$ cat src/rtl/unidade_controle_pkg.sv
// Shared definitions for the unidade_controle multi-cycle controller.
// Holds the opcode constants, the FSM state encoding, the instruction field
// positions, the bus widths and a sign-extension helper for the 6-bit immediate.
package unidade_controle_pkg;

  localparam int unsigned AddrW  = 8;
  localparam int unsigned DataW  = 8;
  localparam int unsigned InstrW = 16;
  localparam int unsigned RegAW  = 3;

  // Instruction field positions
  localparam int unsigned OpMsb  = 15;
  localparam int unsigned OpLsb  = 12;
  localparam int unsigned RdMsb  = 11;
  localparam int unsigned RdLsb  = 9;
  localparam int unsigned Rs1Msb = 8;
  localparam int unsigned Rs1Lsb = 6;
  localparam int unsigned Rs2Msb = 5;
  localparam int unsigned Rs2Lsb = 3;
  localparam int unsigned Imm6W  = 6;

  // Opcodes; 8..14 are NOP
  localparam logic [3:0] OpAdd  = 4'd0;
  localparam logic [3:0] OpSub  = 4'd1;
  localparam logic [3:0] OpAnd  = 4'd2;
  localparam logic [3:0] OpOr   = 4'd3;
  localparam logic [3:0] OpAddi = 4'd4;
  localparam logic [3:0] OpLi   = 4'd5;
  localparam logic [3:0] OpBeq  = 4'd6;
  localparam logic [3:0] OpJmp  = 4'd7;
  localparam logic [3:0] OpHalt = 4'd15;

  typedef enum logic [2:0] {
    StFetch,
    StDecode,
    StExecute,
    StWriteback,
    StHalt
  } state_e;

  function automatic logic [DataW-1:0] sext6(input logic [Imm6W-1:0] v);
    return {{(DataW - Imm6W){v[Imm6W-1]}}, v};
  endfunction

endpackage

$ cat src/rtl/unidade_controle_if.sv
// Bus bundle between the controller and its instruction memory / register file.
// master: controller side (drives fetch request/address, reg read/write addresses, write data).
// slave:  memory + register file side (drives ack, instruction word, read data).
interface unidade_controle_if
  import unidade_controle_pkg::*;
  ();

  logic              imem_req;
  logic [AddrW-1:0]  imem_addr;
  logic              imem_ack;
  logic [InstrW-1:0] imem_data;
  logic [RegAW-1:0]  ra1;
  logic [RegAW-1:0]  ra2;
  logic [DataW-1:0]  rd1;
  logic [DataW-1:0]  rd2;
  logic [RegAW-1:0]  wa3;
  logic              we3;
  logic [DataW-1:0]  wd3;

  modport master (
    output imem_req, imem_addr, ra1, ra2, wa3, we3, wd3,
    input  imem_ack, imem_data, rd1, rd2
  );

  modport slave (
    input  imem_req, imem_addr, ra1, ra2, wa3, we3, wd3,
    output imem_ack, imem_data, rd1, rd2
  );

endinterface

$ cat src/rtl/unidade_controle_ula.sv
// ula: combinational 8-bit ALU for ADD/SUB/AND/OR and the ADDI add.
// Ports: op_i opcode, a_i/b_i register operands, imm6_i raw 6-bit immediate,
//        y_o result (modulo 256). Other opcodes yield zero.
module ula
  import unidade_controle_pkg::*;
(
  input  logic [3:0]       op_i,
  input  logic [DataW-1:0] a_i,
  input  logic [DataW-1:0] b_i,
  input  logic [Imm6W-1:0] imm6_i,
  output logic [DataW-1:0] y_o
);

  always_comb begin
    y_o = '0;
    case (op_i)
      OpAdd:   y_o = a_i + b_i;
      OpSub:   y_o = a_i - b_i;
      OpAnd:   y_o = a_i & b_i;
      OpOr:    y_o = a_i | b_i;
      OpAddi:  y_o = a_i + sext6(imm6_i);
      default: y_o = '0;
    endcase
  end

endmodule

$ cat src/rtl/unidade_controle.sv
// unidade_controle: multi-cycle controller (FETCH/DECODE/EXECUTE/WRITEBACK/HALT)
// for a 16-bit instruction, 8-bit datapath machine.
// Ports: clk, rst (async, active-high); bus (master modport) carrying the
//        instruction fetch handshake and register-file read/write ports;
//        pc current program counter; halted high once HALT executed.
module unidade_controle
  import unidade_controle_pkg::*;
#(
  parameter logic [AddrW-1:0] RESET_PC = 8'h00
) (
  input  logic                clk,
  input  logic                rst,
  unidade_controle_if.master  bus,
  output logic [AddrW-1:0]    pc,
  output logic                halted
);

  state_e             state_q, state_d;
  logic [AddrW-1:0]   pc_q, pc_d;
  logic [InstrW-1:0]  ir_q, ir_d;
  logic [DataW-1:0]   result_q, result_d;
  logic               imem_req_q, imem_req_d;

  logic [3:0]         op;
  logic [RegAW-1:0]   rd_f, rs1_f, rs2_f;
  logic [Imm6W-1:0]   imm6;
  logic [DataW-1:0]   imm8;
  logic [DataW-1:0]   ula_y;
  logic               is_beq;
  logic               is_wb_op;

  assign op    = ir_q[OpMsb:OpLsb];
  assign rd_f  = ir_q[RdMsb:RdLsb];
  assign rs1_f = ir_q[Rs1Msb:Rs1Lsb];
  assign rs2_f = ir_q[Rs2Msb:Rs2Lsb];
  assign imm6  = ir_q[Imm6W-1:0];
  assign imm8  = ir_q[DataW-1:0];

  assign is_beq   = (op == OpBeq);
  assign is_wb_op = op inside {OpAdd, OpSub, OpAnd, OpOr, OpAddi, OpLi};

  // BEQ compares rd-field register against rs1-field register
  assign bus.ra1 = is_beq ? rd_f  : rs1_f;
  assign bus.ra2 = is_beq ? rs1_f : rs2_f;

  ula u_ula (
    .op_i   (op),
    .a_i    (bus.rd1),
    .b_i    (bus.rd2),
    .imm6_i (imm6),
    .y_o    (ula_y)
  );

  always_comb begin
    state_d  = state_q;
    pc_d     = pc_q;
    ir_d     = ir_q;
    result_d = result_q;
    unique case (state_q)
      StFetch: begin
        // Ack only counts once the request is actually visible on the bus
        if (imem_req_q && bus.imem_ack) begin
          ir_d    = bus.imem_data;
          state_d = StDecode;
        end
      end
      StDecode: state_d = StExecute;
      StExecute: begin
        if (is_wb_op) begin
          result_d = (op == OpLi) ? imm8 : ula_y;
          state_d  = StWriteback;
        end else begin
          state_d = StFetch;
          case (op)
            OpBeq: begin
              pc_d = pc_q + 8'd1 + ((bus.rd1 == bus.rd2) ? sext6(imm6) : 8'd0);
            end
            OpJmp:   pc_d = imm8;
            OpHalt:  state_d = StHalt;
            default: pc_d = pc_q + 8'd1;
          endcase
        end
      end
      StWriteback: begin
        pc_d    = pc_q + 8'd1;
        state_d = StFetch;
      end
      StHalt:  state_d = StHalt;
      default: state_d = StFetch;
    endcase
    // Registered so the request stays low during reset and rises one edge later
    imem_req_d = (state_d == StFetch);
  end

  always_ff @(posedge clk or posedge rst) begin
    if (rst) begin
      state_q    <= StFetch;
      pc_q       <= RESET_PC;
      ir_q       <= '0;
      result_q   <= '0;
      imem_req_q <= 1'b0;
    end else begin
      state_q    <= state_d;
      pc_q       <= pc_d;
      ir_q       <= ir_d;
      result_q   <= result_d;
      imem_req_q <= imem_req_d;
    end
  end

  assign bus.imem_req  = imem_req_q;
  assign bus.imem_addr = pc_q;
  assign bus.we3       = (state_q == StWriteback);
  assign bus.wa3       = rd_f;
  assign bus.wd3       = result_q;
  assign pc            = pc_q;
  assign halted        = (state_q == StHalt);

endmodule

$ cat src/flat_wrapper.sv
// flat-port wrapper written by rule: the top's interface ports become plain ports
module unidade_controle_flat import unidade_controle_pkg::*;
#(
  parameter logic [AddrW-1:0] RESET_PC = 8'h00
)
  (clk, rst, pc, halted, bus_imem_req, bus_imem_addr, bus_ra1, bus_ra2, bus_wa3, bus_we3, bus_wd3, bus_imem_ack, bus_imem_data, bus_rd1, bus_rd2);
  unidade_controle_if bus_i ();
  input  logic clk;
  input  logic rst;
  output logic [AddrW-1:0] pc;
  output logic halted;
  output wire logic [$bits(bus_i.imem_req)-1:0] bus_imem_req;
  output wire logic [$bits(bus_i.imem_addr)-1:0] bus_imem_addr;
  output wire logic [$bits(bus_i.ra1)-1:0] bus_ra1;
  output wire logic [$bits(bus_i.ra2)-1:0] bus_ra2;
  output wire logic [$bits(bus_i.wa3)-1:0] bus_wa3;
  output wire logic [$bits(bus_i.we3)-1:0] bus_we3;
  output wire logic [$bits(bus_i.wd3)-1:0] bus_wd3;
  input wire logic [$bits(bus_i.imem_ack)-1:0] bus_imem_ack;
  input wire logic [$bits(bus_i.imem_data)-1:0] bus_imem_data;
  input wire logic [$bits(bus_i.rd1)-1:0] bus_rd1;
  input wire logic [$bits(bus_i.rd2)-1:0] bus_rd2;
  assign bus_imem_req = bus_i.imem_req;
  assign bus_imem_addr = bus_i.imem_addr;
  assign bus_ra1 = bus_i.ra1;
  assign bus_ra2 = bus_i.ra2;
  assign bus_wa3 = bus_i.wa3;
  assign bus_we3 = bus_i.we3;
  assign bus_wd3 = bus_i.wd3;
  assign bus_i.imem_ack = bus_imem_ack;
  assign bus_i.imem_data = bus_imem_data;
  assign bus_i.rd1 = bus_rd1;
  assign bus_i.rd2 = bus_rd2;
  unidade_controle #(.RESET_PC(RESET_PC)) u_core (.clk(clk), .rst(rst), .bus(bus_i), .pc(pc), .halted(halted));
endmodule
$ cat config.mk
export PLATFORM = sky130hd
export DESIGN_NAME = unidade_controle_flat
export DESIGN_NICKNAME = d
export VERILOG_FILES = /design/src/rtl/unidade_controle_pkg.sv /design/src/rtl/unidade_controle_if.sv /design/src/rtl/unidade_controle_ula.sv /design/src/rtl/unidade_controle.sv /design/src/flat_wrapper.sv
export SDC_FILE = /design/constraint.sdc
export NUM_CORES = 1
export LEC_CHECK = 0
export ABC_AREA = 1
export BUFFER_PORTS_ARGS = -buffer_cell sky130_fd_sc_hd__buf_2
export CAP_MARGIN = 25
export CORE_UTILIZATION = 55
export DETAILED_ROUTE_END_ITERATION = 8
export HOLD_SLACK_MARGIN = 0.06
export PLACE_DENSITY_LB_ADDON = 0.12
export RECOVER_POWER = 25
export SLEW_MARGIN = 20
export SYNTH_ARGS = -nofsm -noshare
export SYNTH_HDL_FRONTEND = slang
export SYNTH_SLANG_ARGS = --single-unit
$ cat constraint.sdc
create_clock -name clk -period 4.9 [get_ports clk]
set_clock_uncertainty 0.1 [all_clocks]
set_input_delay 0.98 -clock clk [delete_from_list [all_inputs] [get_ports clk]]
set_output_delay 0.98 -clock clk [all_outputs]
set_load 0.1 [all_outputs]
**Word level (Yosys, flattened, before mapping)**

Index checks and enable logic that the tools add are counted.

- Add/sub/neg operators: 5
- $mul: 0
- Divide/modulo/power cells: 0
- Order comparisons: 0
- Eq/ne operators: 15
- Shift-type cells: 0
- Muxes and demuxes: 12
- Bitwise operators: 2
- Reduce and logical (&&, ||, !) cells: 9

Operators with widths:

| kind | number |
|---|---|
| one-hot mux 8 bit (5 select lines) | 1 |
| adder 8 bit | 3 |
| 2-to-1 mux 8 bit | 3 |
| one-hot mux 8 bit (3 select lines) | 1 |
| == test 4 x 3 -> 1 bit (second input constant) | 4 |
| one-hot mux 8 bit (2 select lines) | 1 |
| 2-to-1 mux 3 bit | 5 |
| one-hot mux 3 bit (4 select lines) | 1 |
| adder 8 x 1 -> 8 bit (second input constant) | 1 |
| bitwise AND 8 bit | 1 |
| == test 4 x 2 -> 1 bit (second input constant) | 2 |
| == test 8 bit | 1 |
| bitwise OR 8 bit | 1 |
| subtractor 8 bit | 1 |
| == test 3 x 2 -> 1 bit (second input constant) | 2 |
| logical NOT 3 bit | 2 |
| nonzero test 6 bit | 1 |
| == test 4 x 1 -> 1 bit (second input constant) | 1 |
| == test 4 bit (second input constant) | 1 |
| logical NOT 4 bit | 1 |
| inequality test 2 bit (second input constant) | 2 |
| AND reduction 2 bit | 2 |
| == test 3 x 1 -> 1 bit (second input constant) | 1 |
| == test 3 bit (second input constant) | 1 |
| 3 further kinds | 3 |

- Register bits: 36
- Latch bits: 0
- Memory bits (writable): 0
- ROM bits: 0
- Input bits: 35
- Output and inout bits: 36
- Word-level logic and storage cells: 48
- Memories: 0

**Longest topological paths before layout**

- Depth in word-level cells: 6
- Depth in mapped cells: 17
- Gate-level depth less buffers: 17

**Modules after synthesis**

A second synthesis with hierarchy kept.

- Cells, all modules: 515
- Area, all modules: 3367.0 um^2

Modules (own cells, without submodules):

| module | instances | cells an instance | area each (um^2) | seq. area each (um^2) |
|---|---|---|---|---|
| unidade_controle | 1 | 363 | 2508.7 | 900.9 |
| ula | 1 | 152 | 858.3 | 0.0 |

**Worst setup path after synthesis**

No wires, ideal clock.

- Kind: reg-to-output
- From: register u_core.ir_q[13]
- To: output bus_ra1[0]
- Arrival time: 2.974 ns
- Required time: 3.820 ns
- Slack: 0.846 ns
- Stages on the path, launching flop included: 7
- Path buffers: 1
- Path through: dfrtp_1 > inv_1 > nor2_1 > inv_1 > nor2_2 > buf_4 > o21ai_0

- Word-level cells in the longest chain between the ends: 2

RTL lines:

| element | RTL line | text |
|---|---|---|
| from (decl) | unidade_controle.sv:20 | `logic [InstrW-1:0] ir_q, ir_d;` |
| from (signal assigned) | unidade_controle.sv:105 | `ir_q <= ir_d;` |
| == test 4 x 3 -> 1 bit | unidade_controle.sv:39 | `assign is_beq = (op == OpBeq);` |
| 2-to-1 mux 3 bit | unidade_controle.sv:43 | `assign bus.ra1 = is_beq ? rd_f : rs1_f;` |
| to (decl) | flat_wrapper.sv:14 | `output wire logic [$bits(bus_i.ra1)-1:0] bus_ra1;` |

Every way passes these cells.

**Final worst setup path**

- From: register u_core.ir_q[15]
- To: output bus_ra2[1]

- Word-level cells in the longest chain between the ends: 2

RTL lines:

| element | RTL line | text |
|---|---|---|
| == test 4 x 3 -> 1 bit | unidade_controle.sv:39 |  |
| 2-to-1 mux 3 bit | unidade_controle.sv:44 | `assign bus.ra2 = is_beq ? rs1_f : rs2_f;` |
| to (decl) | flat_wrapper.sv:15 | `output wire logic [$bits(bus_i.ra2)-1:0] bus_ra2;` |

Every way passes these cells.

==> impl_results.md <==
* Post-route minimum period at 3370 ps
* Synth unique cells at 40
* Total I/O pin count at 71
* Yosys reg bits at 36
* Post-Synth Adder-Cell Area at 15.5%
* Clk sinks at 36
* Layout cells sized above 1 at 16.7%
* Crit path required time at 3820 ps
* DP Wirelength at 7.02 mm
* Avg Inst Size Synth at 6.72 um2
* Net count after synthesis at 589
* R2R cell count at 14
* CP Launch Type: flop
* Initial antenna violation count at 0
* Worst-path clk slew at 70 ps
* Total power at 0.671 mW
* # nets final at 650
* IO Port Bufs at 70
* Maxcap violations at 1
* Gate power share at 16.5%
* Seq/Total Area, Yosys at 26.1%
* Worst hold start: u_core.state_q[1]
* Rel. slew slack at -28.4%
* Overflow after GRT at 0
* Slew Viols, Final at 37
* Largest family of logic cells by synthesized area: simple AND/OR/NAND/NOR gates
* Gpl congestion at 0.960
* Peak VDD IR at 141 uV
* Largest cells by area after synthesis: dfrtp_1, nand2_1, ha_1
* Pre-Repair DR Iteration Count at 5
* Cell taking the most area after synthesis: dfrtp_1
* Setup TNS at 0 ps
* RSZ-0062 raised after global routing: no
* Clock network fraction of total power at 39.2%
* FF-to-FF setup slack at 1990 ps
* Clk_lat worst skew at 300 ps
* Initial DRC count at 205
* Post-cts sizing count at 0
* Final non-filler cell total at 650
* Die X at 81.2 um
* Kind of critical path: reg2out
* Root Buffer: clkbuf_8
* Placed instance area at 3780 um2
* Antenna Nets Post-Route at 0
* Synth top area share at 26.1%
* Status: complete, but fails checks
* Synth Flop Type: dfrtp_1
* Worst min path class: reg2reg
* Largest net degree at the start of global routing at 37
* Die Span Y at 81.2 um
* Postcts setup bufs at 0
* Placed cells at 642
* Synth async-reset ratio at 100%
* Int Pwr at 0.490 mW
* Pre-CTS WS at 1370 ps
* Reg2reg end: u_core.bus.wd3[6]
* Final Hold Violating Endpoints at 0
* Post-route cell area at 3890 um2
* Mapped Cells at 513
* Simple logic cell fraction of the synthesized area at 29.2%
* Switch share at 26.9%
* Share of power burned in registers at 44.3%
* XOR/XNOR share of the synthesized area at 1.02%
* Core area at 5990 um2
* TritonCTS Buffers at 5
* CP max FO at 18
* Post-synth EDFFs at 0
* R2R Path Start: u_core.ir_q[12]
* Period utilisation layout at 68.8%
* Syn Std Cell Area at 3450 um2
* Tot GR Track Use at 28.7%
* Mux cell area share after synthesis at 0.653%
* Critical path arrival at 2290 ps
* Die area at 6590 um2
* Max Freq at 297 MHz
* Initial Utilization at 57.5%
* Power per Cell Area at 173 nW/um2
* # hold bufs at CTS at 0
* Post-synthesis compound-gate area fraction at 15.5%
* Final WS setup at 1530 ps
* Synth-to-Final Area Change at 12.7%
* Row cnt at 28
* CTS max path bufs at 2
* Routed vias at 3477
* Total Wirelength at 8.75 mm
* Vias per cell at 5.35
* Max H-tree Level at 2
* Warning count from the yosys run at 0
* Slew @ Worst Pin at 1930 ps
* DRC errors left at 0
* DR WL/cell at 13.5 um
* Setup violators final at 0
* CTS tree: yes
* Crit. Startpoint: u_core.ir_q[15]
* Failing checks: max-capacitance violations, max-slew violations
* Antenna cells at 0
* Net Switching at 0.181 mW
* Crit. End Element: output port
* Vias in the first global route at 3053
* First-pass GRT wire length at 14.3 mm
* Leak at 2.17 nW
* Critical Path Sink: bus_ra2[1]
-- critical path, cell delays in order (launching register included) --
cell	delay (ps)
dfrtp_1	380
inv_1	130
nand2_1	110
nor2_1	100
inv_1	70
nor2_2	500
nand2_1	100
o21ai_0	130
buf_2	470
-- stage by stage --
| step | util, % | hold WS [ps] |
|---|---|---|
| floorplan | - | 362 |
| global placement | 63.1 | 372 |
| detailed placement | 63.1 | 382 |
| CTS | 64.9 | 400 |
| global route | 64.9 | 431 |
| finish | 64.9 | 403 |
-- registers in the layout, indices dropped and copies added (netlist names) --
register	count
u_core.ir_q	16
u_core.bus.wd3	8
u_core.state_q	3
u_core.bus.imem_addr	8
u_core.bus.imem_req	1
-- cell usage in the layout (no fill, tap or decap), drive strengths merged --
master,synthesis,routed
nor3,7,7
a31oi,1,1
a21o,1,1
o21ai,39,39
o2111ai,2,2
nand4,7,7
a32oi,1,1
bufinv,0,1
xor2,3,3
nand3b,1,1
o31ai,1,1
or2,7,7
nand3,31,31
o22ai,5,5
a21oi,35,35
ha,38,38
a21boi,1,1
clkbuf,1,7
nand2,141,141
a31o,2,2
o22a,1,1
mux2,2,2
a22oi,2,2
o211ai,1,1
nor2,45,45
inv,79,79
clkinv,0,1
o221ai,1,1
a41oi,1,1
buf,16,70
fa,3,3
xnor2,1,1
dfrtp,36,36
o21bai,1,1
-- power by group through the flow --
stage	combinational [mW]	sequential [mW]	clock, mW
floorplan	0.0709	0.303	0
global placement	0.106	0.303	0
detailed placement	0.109	0.303	0
CTS	0.110	0.297	0.265
global route	0.126	0.297	0.280
finish	0.111	0.297	0.263
-- cell type report --
cell class / instances / area [um2]
clock inverters: 2 / 35.0
well taps: 75 / 93.8
inverters: 79 / 297
flip-flops and latches: 36 / 901
fillers: 565 / 2100
multi-input cells: 381 / 2130
repair buffers: 71 / 354
clock buffers: 6 / 72.6
-- metal layers --
| layer | GRT usage (%) | share of wire (%) | up-vias |
|---|---|---|---|
| met2 | 44.5 | 45 | 113 |
| met3 | 5.06 | 5.9 | 15 |
| met4 | 9.11 | 1.5 | 0 |
| li1 | - | - | 1772 |
| met1 | 40.2 | 48 | 1577 |
| met5 | 0 | 0 | - |
-- worst min path at each step --
| stage | end | slack (ps) | cells past startpoint |
|---|---|---|---|
| 6_report | u_core.state_q[1] | 400 | 1 |
| 3_5_place_dp | u_core.bus.wd3[3] | 380 | 2 |
| 2_1_floorplan | u_core.state_q[1] | 360 | 1 |
| 3_3_place_gp | u_core.bus.wd3[2] | 370 | 2 |
| 5_1_grt | u_core.bus.wd3[3] | 430 | 2 |
| 4_1_cts | u_core.bus.wd3[3] | 400 | 2 |
-- cell families after synthesis --
kind of cell / Yosys count
and+or+nand+nor: 239
buffers and inverters: 96
AOI/OAI and AO/OA: 95
adders and majority gates: 41
DFF: 36
xor gates and xnor gates: 4
muxes: 2
-- synth_stat cells (2+ instances only) --
| cell | number |
|---|---|
| xor2_1 | 3 |
| or2_2 | 6 |
| o2111ai_1 | 2 |
| a22oi_1 | 2 |
| dfrtp_1 | 36 |
| nand4_1 | 7 |
| a21oi_1 | 35 |
| buf_4 | 13 |
| nor3_2 | 3 |
| ha_1 | 38 |
| nor2_1 | 44 |
| nor3_1 | 4 |
| fa_1 | 3 |
| inv_1 | 76 |
| nand2_1 | 141 |
| buf_2 | 3 |
| inv_2 | 3 |
| o21ai_0 | 34 |
| o21ai_1 | 4 |
| nand3_1 | 30 |
| a31o_2 | 2 |
| mux2_2 | 2 |
| o22ai_1 | 5 |
(Power assumes the default switching activity.)
